### src/rtl/seqdet_pkg.sv
// Shared types, defaults and helpers for the programmable sequence detector.
package seqdet_pkg;

    localparam int unsigned MAX_LEN_DEF = 8;
    localparam int unsigned CNT_W_DEF   = 8;

    typedef enum logic {
        UNCONF = 1'b0,
        ARMED  = 1'b1
    } state_t;

    // A pattern length is usable only when it is 1..max_len.
    function automatic logic len_legal(input int unsigned len, input int unsigned max_len);
        return (len >= 32'd1) && (len <= max_len);
    endfunction

endpackage

### src/rtl/seq_detector_prog_if.sv
// Serial-stream, pattern-config and status bundle of the sequence detector.
interface seq_detector_prog_if
    import seqdet_pkg::*;
#(
    parameter int unsigned MAX_LEN = MAX_LEN_DEF,
    parameter int unsigned CNT_W   = CNT_W_DEF
);
    localparam int unsigned LEN_W = $clog2(MAX_LEN + 1);

    logic               inp;
    logic               in_valid;
    logic               overlap;
    logic               pat_load;
    logic [MAX_LEN-1:0] pat_data;
    logic [LEN_W-1:0]   pat_len;

    logic               match;
    logic               armed;
    logic               cfg_err;
    logic [LEN_W-1:0]   fill;
    logic [CNT_W-1:0]   match_count;

    modport master (
        output inp, in_valid, overlap, pat_load, pat_data, pat_len,
        input  match, armed, cfg_err, fill, match_count
    );

    modport slave (
        input  inp, in_valid, overlap, pat_load, pat_data, pat_len,
        output match, armed, cfg_err, fill, match_count
    );

endinterface

### src/rtl/seqdet_history.sv
// Serial history shift register with a saturating count of valid history bits.
module seqdet_history #(
    parameter  int unsigned MAX_LEN = 8,
    localparam int unsigned LEN_W   = $clog2(MAX_LEN + 1)
) (
    input  logic               clk,
    input  logic               rst_n,
    input  logic               clear,
    input  logic               shift_en,
    input  logic               bit_in,
    input  logic               consume,
    output logic [MAX_LEN-1:0] hist_shift_c,
    output logic [LEN_W-1:0]   fill_inc_c,
    output logic [LEN_W-1:0]   fill
);

    // Only MAX_LEN-1 bits are stored: the oldest stored bit becomes the
    // top of the post-shift window, and the bit beyond it is never compared.
    logic [MAX_LEN-2:0] hist_q;
    logic [LEN_W-1:0]   fill_q;

    always_comb begin
        hist_shift_c = {hist_q, bit_in};
        fill_inc_c   = (fill_q == LEN_W'(MAX_LEN)) ? fill_q : fill_q + LEN_W'(1);
    end

    always_ff @(posedge clk or negedge rst_n) begin
        if (!rst_n) begin
            hist_q <= '0;
            fill_q <= '0;
        end else if (clear) begin
            hist_q <= '0;
            fill_q <= '0;
        end else if (shift_en) begin
            hist_q <= hist_shift_c[MAX_LEN-2:0];
            fill_q <= consume ? '0 : fill_inc_c;
        end
    end

    assign fill = fill_q;

endmodule

### src/rtl/seq_detector_prog.sv
// Programmable serial sequence detector with registered match pulse.
// Define SEQDET_COUNT_EN to build the saturating match counter.
module seq_detector_prog
    import seqdet_pkg::*;
#(
    parameter  int unsigned MAX_LEN = MAX_LEN_DEF,
    parameter  int unsigned CNT_W   = CNT_W_DEF,
    localparam int unsigned LEN_W   = $clog2(MAX_LEN + 1)
) (
    input  logic clk,
    input  logic reset,
    seq_detector_prog_if.slave bus
);

    state_t             state_q, state_d;
    logic [MAX_LEN-1:0] pat_q, pat_d;
    logic [LEN_W-1:0]   len_q, len_d;
    logic               match_q;
    logic               cfg_err_q, cfg_err_d;
    logic               armed_q;

    logic               load_ok_c;
    logic               shift_en_c;
    logic               hit_c;
    logic               consume_c;
    logic [MAX_LEN-1:0] mask_c;
    logic [MAX_LEN-1:0] hist_shift_c;
    logic [LEN_W-1:0]   fill_inc_c;
    logic [LEN_W-1:0]   fill;

    // A load in the same cycle as a valid bit wins; that bit is dropped.
    assign load_ok_c  = bus.pat_load && len_legal(32'(bus.pat_len), MAX_LEN);
    assign shift_en_c = bus.in_valid && !bus.pat_load;

    seqdet_history #(
        .MAX_LEN (MAX_LEN)
    ) u_history (
        .clk          (clk),
        .rst_n        (reset),
        .clear        (bus.pat_load),
        .shift_en     (shift_en_c),
        .bit_in       (bus.inp),
        .consume      (consume_c),
        .hist_shift_c (hist_shift_c),
        .fill_inc_c   (fill_inc_c),
        .fill         (fill)
    );

    // Next-state, pattern capture and load-error decode.
    always_comb begin
        state_d   = state_q;
        pat_d     = pat_q;
        len_d     = len_q;
        cfg_err_d = 1'b0;

        case (state_q)
            UNCONF:  if (load_ok_c) state_d = ARMED;
            ARMED:   state_d = ARMED;
            default: state_d = UNCONF;
        endcase

        if (load_ok_c) begin
            pat_d = bus.pat_data;
            len_d = bus.pat_len;
        end else if (bus.pat_load) begin
            cfg_err_d = 1'b1;
        end
    end

    // Masked compare of the post-shift window against the active pattern.
    always_comb begin
        mask_c = '0;
        for (int unsigned i = 0; i < MAX_LEN; i++) begin
            mask_c[i] = (i < 32'(len_q));
        end
        hit_c = shift_en_c
             && (state_q == ARMED)
             && (fill_inc_c >= len_q)
             && (((hist_shift_c ^ pat_q) & mask_c) == '0);
        consume_c = hit_c && !bus.overlap;
    end

    always_ff @(posedge clk or negedge reset) begin
        if (!reset) begin
            state_q   <= UNCONF;
            pat_q     <= '0;
            len_q     <= '0;
            match_q   <= 1'b0;
            cfg_err_q <= 1'b0;
            armed_q   <= 1'b0;
        end else begin
            state_q   <= state_d;
            pat_q     <= pat_d;
            len_q     <= len_d;
            match_q   <= hit_c;
            cfg_err_q <= cfg_err_d;
            armed_q   <= (state_d == ARMED);
        end
    end

`ifdef SEQDET_COUNT_EN
    logic [CNT_W-1:0] count_q;

    // Saturating count of hits; survives pattern reloads.
    always_ff @(posedge clk or negedge reset) begin
        if (!reset) begin
            count_q <= '0;
        end else if (hit_c && (count_q != '1)) begin
            count_q <= count_q + CNT_W'(1);
        end
    end

    assign bus.match_count = count_q;
`else
    assign bus.match_count = '0;
`endif

    assign bus.match   = match_q;
    assign bus.cfg_err = cfg_err_q;
    assign bus.armed   = armed_q;
    assign bus.fill    = fill;

endmodule

### src/flat_wrapper.sv
// flat-port wrapper written by rule: the top's interface ports become plain ports
module seq_detector_prog_flat import seqdet_pkg::*;
#(
    parameter  int unsigned MAX_LEN = MAX_LEN_DEF,
    parameter  int unsigned CNT_W   = CNT_W_DEF,
    localparam int unsigned LEN_W   = $clog2(MAX_LEN + 1)
)
  (clk, reset, bus_inp, bus_in_valid, bus_overlap, bus_pat_load, bus_pat_data, bus_pat_len, bus_match, bus_armed, bus_cfg_err, bus_fill, bus_match_count);
  seq_detector_prog_if #(.MAX_LEN(MAX_LEN), .CNT_W(CNT_W)) bus_i ();
  input  logic clk;
  input  logic reset;
  input wire logic [$bits(bus_i.inp)-1:0] bus_inp;
  input wire logic [$bits(bus_i.in_valid)-1:0] bus_in_valid;
  input wire logic [$bits(bus_i.overlap)-1:0] bus_overlap;
  input wire logic [$bits(bus_i.pat_load)-1:0] bus_pat_load;
  input wire logic [$bits(bus_i.pat_data)-1:0] bus_pat_data;
  input wire logic [$bits(bus_i.pat_len)-1:0] bus_pat_len;
  output wire logic [$bits(bus_i.match)-1:0] bus_match;
  output wire logic [$bits(bus_i.armed)-1:0] bus_armed;
  output wire logic [$bits(bus_i.cfg_err)-1:0] bus_cfg_err;
  output wire logic [$bits(bus_i.fill)-1:0] bus_fill;
  output wire logic [$bits(bus_i.match_count)-1:0] bus_match_count;
  assign bus_i.inp = bus_inp;
  assign bus_i.in_valid = bus_in_valid;
  assign bus_i.overlap = bus_overlap;
  assign bus_i.pat_load = bus_pat_load;
  assign bus_i.pat_data = bus_pat_data;
  assign bus_i.pat_len = bus_pat_len;
  assign bus_match = bus_i.match;
  assign bus_armed = bus_i.armed;
  assign bus_cfg_err = bus_i.cfg_err;
  assign bus_fill = bus_i.fill;
  assign bus_match_count = bus_i.match_count;
  seq_detector_prog #(.MAX_LEN(MAX_LEN), .CNT_W(CNT_W)) u_core (.clk(clk), .reset(reset), .bus(bus_i));
endmodule
### config.mk
export PLATFORM = sky130hd
export DESIGN_NAME = seq_detector_prog_flat
export DESIGN_NICKNAME = d
export VERILOG_FILES = /design/src/rtl/seqdet_pkg.sv /design/src/rtl/seq_detector_prog_if.sv /design/src/rtl/seqdet_history.sv /design/src/rtl/seq_detector_prog.sv /design/src/flat_wrapper.sv
export SDC_FILE = /design/constraint.sdc
export NUM_CORES = 1
export LEC_CHECK = 0
export CAP_MARGIN = 20
export CORE_ASPECT_RATIO = 0.9
export CORE_MARGIN = 4
export CORE_UTILIZATION = 30
export CTS_BUF_LIST = sky130_fd_sc_hd__clkbuf_8
export CTS_CLUSTER_SIZE = 12
export DETAILED_ROUTE_END_ITERATION = 8
export GPL_ROUTABILITY_DRIVEN = 1
export HOLD_SLACK_MARGIN = 0.02
export PLACE_DENSITY = 0.58
export RECOVER_POWER = 25
export SYNTH_ARGS = -nofsm -noshare
export SYNTH_HDL_FRONTEND = slang
export SYNTH_SLANG_ARGS = --single-unit
### constraint.sdc
create_clock -name clk -period 2.1 [get_ports clk]
set_input_delay 0.315 -clock clk [delete_from_list [all_inputs] [get_ports clk]]
set_output_delay 0.315 -clock clk [all_outputs]
set_load 0.02 [all_outputs]
Word level (Yosys, flattened, before mapping)
Cells that the tools add are included.
Widths: inputs -> output; s select.
{ "word_totals": {"regBits": 26, "inputBits": 18, "wordCells": 44} }
{ "classes": {"add_sub_neg": 1, "magnitude_cmp": 11, "eq_ne": 1, "muxes": 10, "bitwise": 3, "n_reduce_logical": 11} }
{ "op_table": {"columns": ["cell", "n"], "rows": [
  ["$lt 3x4->1 const A", 4],
  ["$mux 4", 4],
  ["$mux 7", 2],
  ["$and 8x8->8", 1],
  ["$logic_not 8->1", 1],
  ["$lt 1x4->1 const A", 2],
  ["$lt 2x4->1 const A", 2],
  ["$xor 8x8->8", 1],
  ["$logic_and 1x1->1", 7],
  ["$add 4x1->4 const B", 1],
  ["$eq 4x4->1 const B", 1],
  ["$ge 4x1->1 const B", 1],
  ["$ge 4x4->1", 1],
  ["$le 4x4->1 const B", 1],
  ["$mux 1", 3],
  ["$logic_not 1->1", 2],
  ["$pmux 1 s2", 1],
  ["$reduce_bool 2->1", 1],
  ["$not 1->1", 1]
]} }

Logic depth before layout (Yosys ltp)
{ "logic_depth": {"ltp_word": 9, "ltp_mapped": 11, "ltp_nobuf": 11} }

By module
Synthesis repeated with hierarchy kept, for this count alone.
{ "hier_totals": {"cells_unflattened": 138, "hier_area_um2": 1493.9} }
{ "modules_own_cells": {"columns": ["module", "n_inst", "cells_each", "area_each_um2"], "rows": [
  ["seq_detector_prog", 1, 81, 925.9],
  ["seqdet_history", 1, 57, 568.0]
]} }

Worst setup path before layout
No wires, ideal clock.
{ "synth_path": {"kind": "register to register", "start": "reg u_core.u_history.fill_q[0] (netlist: u_core.u_history.fill[0])", "end": "reg u_core.u_history.fill_q[0] (netlist: u_core.u_history.fill[0])", "setup_ps": 132, "arrival_time_ps": 2019, "t_required_ps": 1968, "setup_slack_ps": -51, "stages_incl_launch_ff": 11, "n_path_buf": 0, "synth_period_minus_slack_ps": 2151, "path_cell_list": "dfrtp_1 > inv_1 > ha_1 > nand3b_1 > xnor2_1 > inv_1 > ha_1 > o21ai_0 > o2bb2ai_1 > nor4_4 > o21ai_1"} }
{ "synth_via": {"elab_chain_cells": 9, "word_cells_on_any_way": 10, "classes_between": "1 x add/sub; 1 x order compare; 1 x eq/ne; 4 x mux; 3 x reduce/logical"} }
{ "synth_lines": {"columns": ["item", "line_no", "source"], "rows": [
  ["start, declared", "seqdet_history.sv:20", "logic [LEN_W-1:0] fill_q;"],
  ["start signal, assigned", "seqdet_history.sv:36", "fill_q <= consume ? '0 : fill_inc_c;"],
  ["$add 4x1->4 or $eq 4x4->1 (tied branches)", "seqdet_history.sv:24", "fill_inc_c = (fill_q == LEN_W'(MAX_LEN)) ? fill_q : fill_q + LEN_W'(1);"],
  ["$mux 4 (*)", "seqdet_history.sv:24", null],
  ["$ge 4x4->1 (*)", "seq_detector_prog.sv:78", "&& (fill_inc_c >= len_q)"],
  ["$logic_and 1x1->1 (*)", "seq_detector_prog.sv:78", null],
  ["$logic_and 1x1->1 (*)", "seq_detector_prog.sv:79", "&& (((hist_shift_c ^ pat_q) & mask_c) == '0);"],
  ["via u_core.hit_c", "seq_detector_prog.sv:24", "logic hit_c;"],
  ["$logic_and 1x1->1 (*)", "seq_detector_prog.sv:80", "consume_c = hit_c && !bus.overlap;"],
  ["$mux 4 (*)", "seqdet_history.sv:36", null],
  ["$mux 4 (*)", "seqdet_history.sv:34", "end else if (shift_en) begin"],
  ["$mux 4 (*)", "seqdet_history.sv:31", "end else if (clear) begin"]
]} }
The timed path passes the listed nets; every way through them passes the cells marked *. The select of a mux whose other input is x is not followed.
A chain may end at the register's enable or synchronous reset.

Worst setup path after layout
{ "layout_path": {"start": "reg u_core.u_history.fill_q[1] (netlist: u_core.u_history.fill[1])", "end": "reg u_core.u_history.fill_q[2] (netlist: u_core.u_history.fill[2])"} }
Same word-level chain as after synthesis.

==> key figures <==
Status
  – Status: finished clean

CTS
  – CTS root buf: clkbuf_8
  – Longest Clk Path Bufs: 2
  – CTS tree: done
  – H-tree levels: 1
  – Clock-pin slew on the worst setup and hold paths: 90 ps
  – CTS Sinks: 26
  – Num CTS Buffers: 3
  – Skew-Pair Late Insertion Delay: 280 ps

Finish
  – Fill cell count: 442
  – Antenna diode count: 0
  – Fin area: 1920 um2
  – Share of layout cells above drive strength 1: 0.225
  – Multi-input gate area: 742 um2
  – Syn-to-layout area delta: 32.8%
  – Register area: 652 um2
  – Layout Nets: 198

Drt
  – Via Count: 1065
  – Antenna Violating Nets Remaining: 0
  – 1st-iter DRT viols: 26
  – Vias/cell: 4.53
  – Post-Route WL: 3.02 mm
  – WL per Instance: 12.9 um
  – # DRC: 0
  – DRT Pass-1 Iters: 4

Worst setup path
  – Required @ worst endpoint: 2250 ps
  – Worst setup path category: flip-flop to flip-flop
  – Endpoint class of the critical path: flip-flop
  – CP max FO: 5
  – WP data arrival: 2100 ps
  – Worst setup SP type: flip-flop

Pwr
  – Leak: 0.825 nW
  – Logic pwr share: 0.290
  – Int Pwr: 1.03 mW
  – Power Total: 1.44 mW
  – Switching Share: 0.283
  – Sequential Power Share: 0.420
  – Psw: 0.407 mW
  – VDD IR-drop max: 0.290 mV
  – Power Density: 750 nW/um2
  – Clock power share: 0.290

Yosys
  – Primary FF master, synth: dfrtp_1
  – Mapped Area: 1440 um2
  – Cell taking the most area after synthesis: dfrtp_1
  – Gate Count Post-Synth: 136
  – Yosys reg bits: 26
  – Synth cell types: 34
  – Synth warn: 0
  – Top post-synthesis cells by count: 26 x dfrtp_1, 11 x mux2_2, 11 x nor2_1, 11 x xnor2_1
  – Post-synth top area share: 0.451
  – Count leader, synth: dfrtp_1
  – Asr flop ratio synth: 1.00
  – Synthesized area per cell: 10.6 um2
  – Number of enable flip-flop cells after synthesis: 0
  – Sequential share of the synthesized area: 0.451
  – Ranking of synthesized cells by area: dfrtp_1 45%, mux2_2 8.6%, xnor2_1 6.7%, ha_1 5.2%, mux2i_1 4.9%

STA
  – FMAX: 513 MHz
  – Final setup vio count: 0
  – Worst Tran Pin Value: 1420 ps
  – Final Max Tran Viols: 0
  – Min Clock Period, post-route: 1950 ps
  – RSZ-0062 raised after global routing: no
  – Worst Hold Slack: 541 ps
  – Clk_skew: 2.14 ps
  – Final Hold Vio Count: 0
  – Rel. slew slack: 0.0556
  – Crit share post-route: 0.928

Placed design
  – Placed Instance Area: 1780 um2
  – PortBufs: 24
  – GP Congestion: 0.825
  – Detail Placement HPWL: 2.29 mm

Global routing
  – Initial antenna violation count: 0
  – Largest net degree at the start of global routing: 27
  – GRT busiest layer: met2
  – Grt met3 use: 0.0208
  – Vias in the first global route: 1090
  – All-Layer GR Usage: 0.107
  – First-pass GRT wire length: 4.91 mm
  – M2 GR Usage: 0.189
  – Met1 usage: 0.125
  – Total grt overflow: 0

Die
  – I/O pin count: 33
  – Die H: 73.8 um
  – CORE AREA: 4550 um2
  – Initial Utilization: 0.318
  – Cell Rows: 23
  – Full die area: 5990 um2
  – Die width: 81.1 um

Worst hold path
  – HP Class: flip-flop to flip-flop

Flow run
  – Max-Cap Viols: 0
==> sequential cells by signal, indices dropped and copies added, names as in the netlist <==
| register | flops |
|---|---|
| u_core.bus.cfg_err | 1 |
| u_core.bus.match | 1 |
| u_core.len_q | 4 |
| u_core.pat_q | 8 |
| u_core.state_q | 1 |
| u_core.u_history.fill | 4 |
| u_core.u_history.hist_q | 7 |
==> area by class of cell <==
cell class | count | share of cell area
multi-input combinational | 96 | 0.387
sequential | 26 | 0.340
timing repair buffer | 38 | 0.178
tap | 62 | 0.0404
clock buffer | 3 | 0.0215
inverter | 9 | 0.0176
clock inverter | 1 | 0.0157
==> repair_timing <==
item / in CTS / in global routing
hold buffers: 0 / 0
setup buffers: 5 / 1
pin swaps: 8 / 5
setup endpoints to repair: 4 / 5
gates cloned: 0 / 0
resized for setup: 7 / 3
endpoints found under the hold margin: 0 / 0
==> power groups by stage <==
stage / sequential [mW] / combinational [mW] / clock (mW)
floorplan: 0.613 / 0.242 / 0
global placement: 0.614 / 0.352 / 0
detailed placement: 0.618 / 0.360 / 0
CTS: 0.605 / 0.415 / 0.433
global route: 0.612 / 0.457 / 0.450
finish: 0.605 / 0.417 / 0.417
==> cell usage in the layout (no fill, tap or decap), types with 2 or more instances in the layout <==
cell type,n
o21ai_1,2
nand3_1,4
inv_1,7
clkbuf_8,3
a31oi_1,2
conb_1,8
o22ai_1,3
dfrtp_1,25
o21ai_2,2
o21a_1,2
nand2_1,6
nor2_1,11
clkdlybuf4s50_1,24
a21oi_1,4
buf_4,13
mux2_2,11
xnor2_1,10
mux2i_1,7
ha_1,4
nand2b_1,2
inv_2,2
nor3_1,2
==> stage by stage <==
stage	setup WS, ps	utilization	std cells	TNS, ps
2_1_floorplan	84.4	-	143	0
6_report	150	0.422	235	0
3_3_place_gp	62.1	0.391	225	0
4_1_cts	-61.7	0.420	234	-187
3_5_place_dp	-32.5	0.391	225	-111
5_1_grt	25.5	0.422	235	0
==> final timing paths <==
| kind | from | end | slack [ps] | cells after the start |
|---|---|---|---|---|
| max in group asynchronous | reset | u_core.u_history.fill[0] | 350 | 2 |
| worst min register to register | u_core.state_q | u_core.state_q | 540 | 1 |
| worst max-delay path | u_core.u_history.fill[1] | u_core.u_history.fill[2] | 150 | 10 |
| worst max register to register | u_core.u_history.fill[1] | u_core.u_history.fill[2] | 150 | 10 |
| min in group asynchronous | reset | u_core.state_q | 820 | 2 |
| worst min-delay path | u_core.state_q | u_core.state_q | 540 | 1 |
==> per-layer routing <==
layer | up-vias | wire (um)
met5 | - | 0
met2 | 30 | 1520
met4 | 0 | 58
met1 | 502 | 1280
met3 | 5 | 168
li1 | 528 | -
==> cells by family (layout without fill, tap and decap cells) <==
| group | after synthesis | in the layout | synth area share |
|---|---|---|---|
| flops | 26 | 26 | 0.451 |
| compound gates | 23 | 23 | 0.105 |
| xor+xnor | 11 | 11 | 0.0667 |
| fa+ha+maj | 6 | 6 | 0.0520 |
| buf+inv | 21 | 51 | 0.0788 |
| mux | 18 | 18 | 0.134 |
| other cells | 1 | 8 | 0.00260 |
| simple gates | 30 | 30 | 0.110 |
==> worst max-delay path, stage by stage, from the launching register on <==
cell,delay (ps)
dfrtp_1,400
inv_2,90
ha_4,130
nand3b_1,110
xnor2_2,180
inv_1,70
ha_1,290
o21ai_2,60
o2bb2ai_2,130
nor4_4,240
o22ai_1,110
No activity file was read; power rests on OpenSTA's default activity.
==> edit 1: new RTL, same settings <==
Add a define of `SEQDET_COUNT_EN`.
--- a/src/rtl/seq_detector_prog.sv
+++ b/src/rtl/seq_detector_prog.sv
@@ -1,5 +1,7 @@
 // Programmable serial sequence detector with registered match pulse.
 // Define SEQDET_COUNT_EN to build the saturating match counter.
+`define SEQDET_COUNT_EN
+
 module seq_detector_prog
     import seqdet_pkg::*;
 #(
Function: changed (a bounded check fails within 4 cycles, from zero or initial values and one cycle with reset low).
==> edit 1 against the unedited design <==
The run now ends with setup timing left. Highest routed layer unchanged. Sequential share of layout area decreased by 0.54 points. Clock power increased by 21%. Non-clock buffer count increased by 15. Power increased by 22%. Area after synthesis increased by 25%. Wire length increased by 28%. Core utilization increased by 2.1 points. Die area increased by 22%. Setup slack got worse by 420 ps. Sequential cell count increased by 8. Critical path type unchanged. Final area increased by 33%. Hold slack got worse by 34 ps. Critical path depth increased by 1.
==> edit 1: results (changes against the unedited design) <==
run status finished with violations; Buffers excl. clock 53 (+39%); final wirelength 3860 microns (+28%); synth unique cells 36 (+5.9%); # clock sinks 34 (+31%); synth cell count leaders dfrtp_1 (34), xnor2_1 (14), nor2_1 (13), mux2_2 (11), mux2i_1 (8); Worst path top cell family by delay simple AND/OR/NAND/NOR gates; DP Area 0.00238 sq mm (+34%); Area contributors post-synth dfrtp_1 (47%), mux2_2 (6.9%), xnor2_1 (6.8%); Post-DP HPWL 2870 microns (+25%); inverters 7 (-2); first-pass GRT wire length 6530 microns (+33%); Routability Congestion 0.773 (-6.3%); placed insts 273 (+21%); nets@finish 236 (+19%); synthesized area per cell 11.5 sq um (+8.8%); fillers 554 (+25%); DP Worst Slack -412 ps (-380 ps); switching share of total power 29.0% (+0.72 points); clk tree area frac 3.73% (+0.0091 points); pwr dens 687 mW/mm^2 (-8.4%); failing checks setup timing; Leakage Power 1.08 nW (+31%); NonClk Buf Share 19.4% (+1.6 points); Multi-In Gates 110 (+15%); # setup viols final 13 (+13); Clock Pin Slew Worst Setup and Hold Paths 70 ps (-20 ps); clkbuf count 6 (+3); area taken by multi-input logic gates 993 sq um (+34%); share of post-route cells with drive strength above 1 30.7% (+8.1 points); Critical-path top delay cell dfrtp_2; gr usage total 11.7% (+1.0 points); Clock Skew 6.55 ps (+4.40 ps); Resize count post-CTS 12 (+5); Final WS setup -274 ps (-425 ps); final core occ 44.3% (+2.1 points); Inserted Clock Buffers 5 (+2); setup bufs post-CTS 0 (-5); Die X 89.7 microns (+11%); pin count of the biggest net entering global routing 35 (+30%); number of port buffers 32 (+33%); slowest stage delay, CP 430 ps (+30 ps); worst-margin pin slew 858 ps (-559 ps); VDD IR-drop max 0.000412 V (+42%); Seq/total area 33.4% (-0.54 points); Crit Path Max Fanout 6 (+1)
edit 1: final timing paths:
path	start	to	slack (ps)	cells after the start
setup reg to reg	u_core.u_history.fill[0]	u_core.bus.match_count[7]	-270	11
max in group asynchronous	reset	u_core.u_history.fill[0]	850	2
min in group asynchronous	reset	u_core.u_history.fill[3]	670	2
setup / recovery	u_core.u_history.fill[0]	u_core.bus.match_count[7]	-270	11
hold / removal	u_core.state_q	u_core.state_q	510	1
hold reg to reg	u_core.state_q	u_core.state_q	510	1
edit 1: cell families (layout without fill, tap and decap cells):
kind of cell    after synthesis  in the layout  synth area share (%)
simple gates                 47             47                  15.8
compound gates               20             20                  8.82
mux                          22             22                  13.4
flops                        34             34                  47.2
buf+inv                      12             68                  3.12
xor+xnor                     14             14                  6.81
fa+ha+maj                     7              7                  4.86
edit 1: metal layers:
layer	vias to the layer above	global-route usage [%]	routed length, microns
met4	0	4.02	51
met1	655	15.9	1910
met2	26	17.4	1730
met5	-	0	0
met3	6	4.01	166
li1	671	-	-
==> edit 2: new RTL, same settings <==
Without the edit above. Set the package constant `CNT_W_DEF` to 7 (it was 8).
--- a/src/rtl/seqdet_pkg.sv
+++ b/src/rtl/seqdet_pkg.sv
@@ -2,7 +2,7 @@
 package seqdet_pkg;
 
     localparam int unsigned MAX_LEN_DEF = 8;
-    localparam int unsigned CNT_W_DEF   = 8;
+    localparam int unsigned CNT_W_DEF   = 7;
 
     typedef enum logic {
         UNCONF = 1'b0,
Interface: changed (resized bus_match_count); port bits go from 33 to 32. The function was not compared with the original's and may differ.
==> edit 2 against the unedited design <==
Wire length up 0.60%. Power down 0.74%. Die area down 0.47%. Area after synthesis down 0.52%. Final cell count down 2.1%. Final area down 0.59%. Sequential cell count unchanged. Sequential power about the same. Setup slack worse by 61 ps.
==> edit 2: results (changes against the unedited design) <==
final core occ 41.9% (-0.25 points); clk tree area frac 3.74% (+0.022 points); internal power 0.00103 W (-0.39%); run status completed; Worst path top cell family by delay flip-flops; DP Area 0.00178 sq mm (about the same); RR Startpoint u_core.u_history.fill[0]; Area contributors post-synth dfrtp_1 (45%), mux2_2 (8.6%), xnor2_1 (6.7%); worst-margin pin slew 1390 ps (-21.7 ps); slowest stage delay, CP 440 ps (+40 ps); pwr dens 749 mW/mm^2 (-0.16%); Clock Power Share 28.9% (about the same); placed insts 223 (-0.89%); final wirelength 3040 microns (+0.60%); DP Worst Slack 3.34 ps (+35.9 ps); nets@finish 193 (-2.5%); Critical Path AT 2150 ps (+50 ps); Post-DP HPWL 2320 microns (+1.1%); synth cell count leaders dfrtp_1 (26), mux2_2 (11), nor2_1 (11), xnor2_1 (11), inv_1 (9); VDD IR-drop max 0.000341 V (+18%); Leakage Power 0.810 nW (-1.8%); sequential area share after synthesis 45.3% (+0.24 points); gr usage total 10.6% (-0.12 points); share of post-route cells with drive strength above 1 20.2% (-2.3 points); Seq/total area 34.2% (+0.20 points); Critical-path top delay cell dfrtp_2; NonClk Buf Share 17.0% (-0.81 points); fillers 467 (+5.7%); first-pass GRT wire length 4890 microns (-0.55%); Mapped Area 0.00144 sq mm (-0.52%); Buffers excl. clock 34 (-11%); met2 wire length 1560 microns (+2.5%); synthesized area per cell 10.6 sq um (+0.22%); Routability Congestion 0.735 (-11%); hold_ws 519 ps (-22.3 ps)
## edit 2: changes by cell type after synthesis, sizes merged
cell | before | now
buf | 11 | 10
## edit 2: repair_timing
item / in CTS / in global routing
setup endpoints to repair: 3 / 4
setup buffers: 1 / 2
pin swaps: 0 / 1
gates resized for setup: 0 / 9
## edit 2: cells by family (layout without fill, tap and decap cells)
| group | Yosys count | count (layout) | synth area share (%) |
|---|---|---|---|
| simple gates | 30 | 30 | 11.1 |
| flops | 26 | 26 | 45.3 |
| compound gates | 23 | 23 | 10.5 |
| buf+inv | 20 | 47 | 7.40 |
| mux | 18 | 18 | 13.5 |
| xor+xnor | 11 | 11 | 6.71 |
| fa+ha+maj | 6 | 6 | 5.23 |
| other cells | 1 | 7 | 0.261 |
## edit 2: routing by layer
metal  vias to the layer above  GRT usage (%)
met1                       515           13.2
met2                        31           17.9
met3                         6           2.08
li1                        517              -
met5                         -              0
met4                         0           4.69
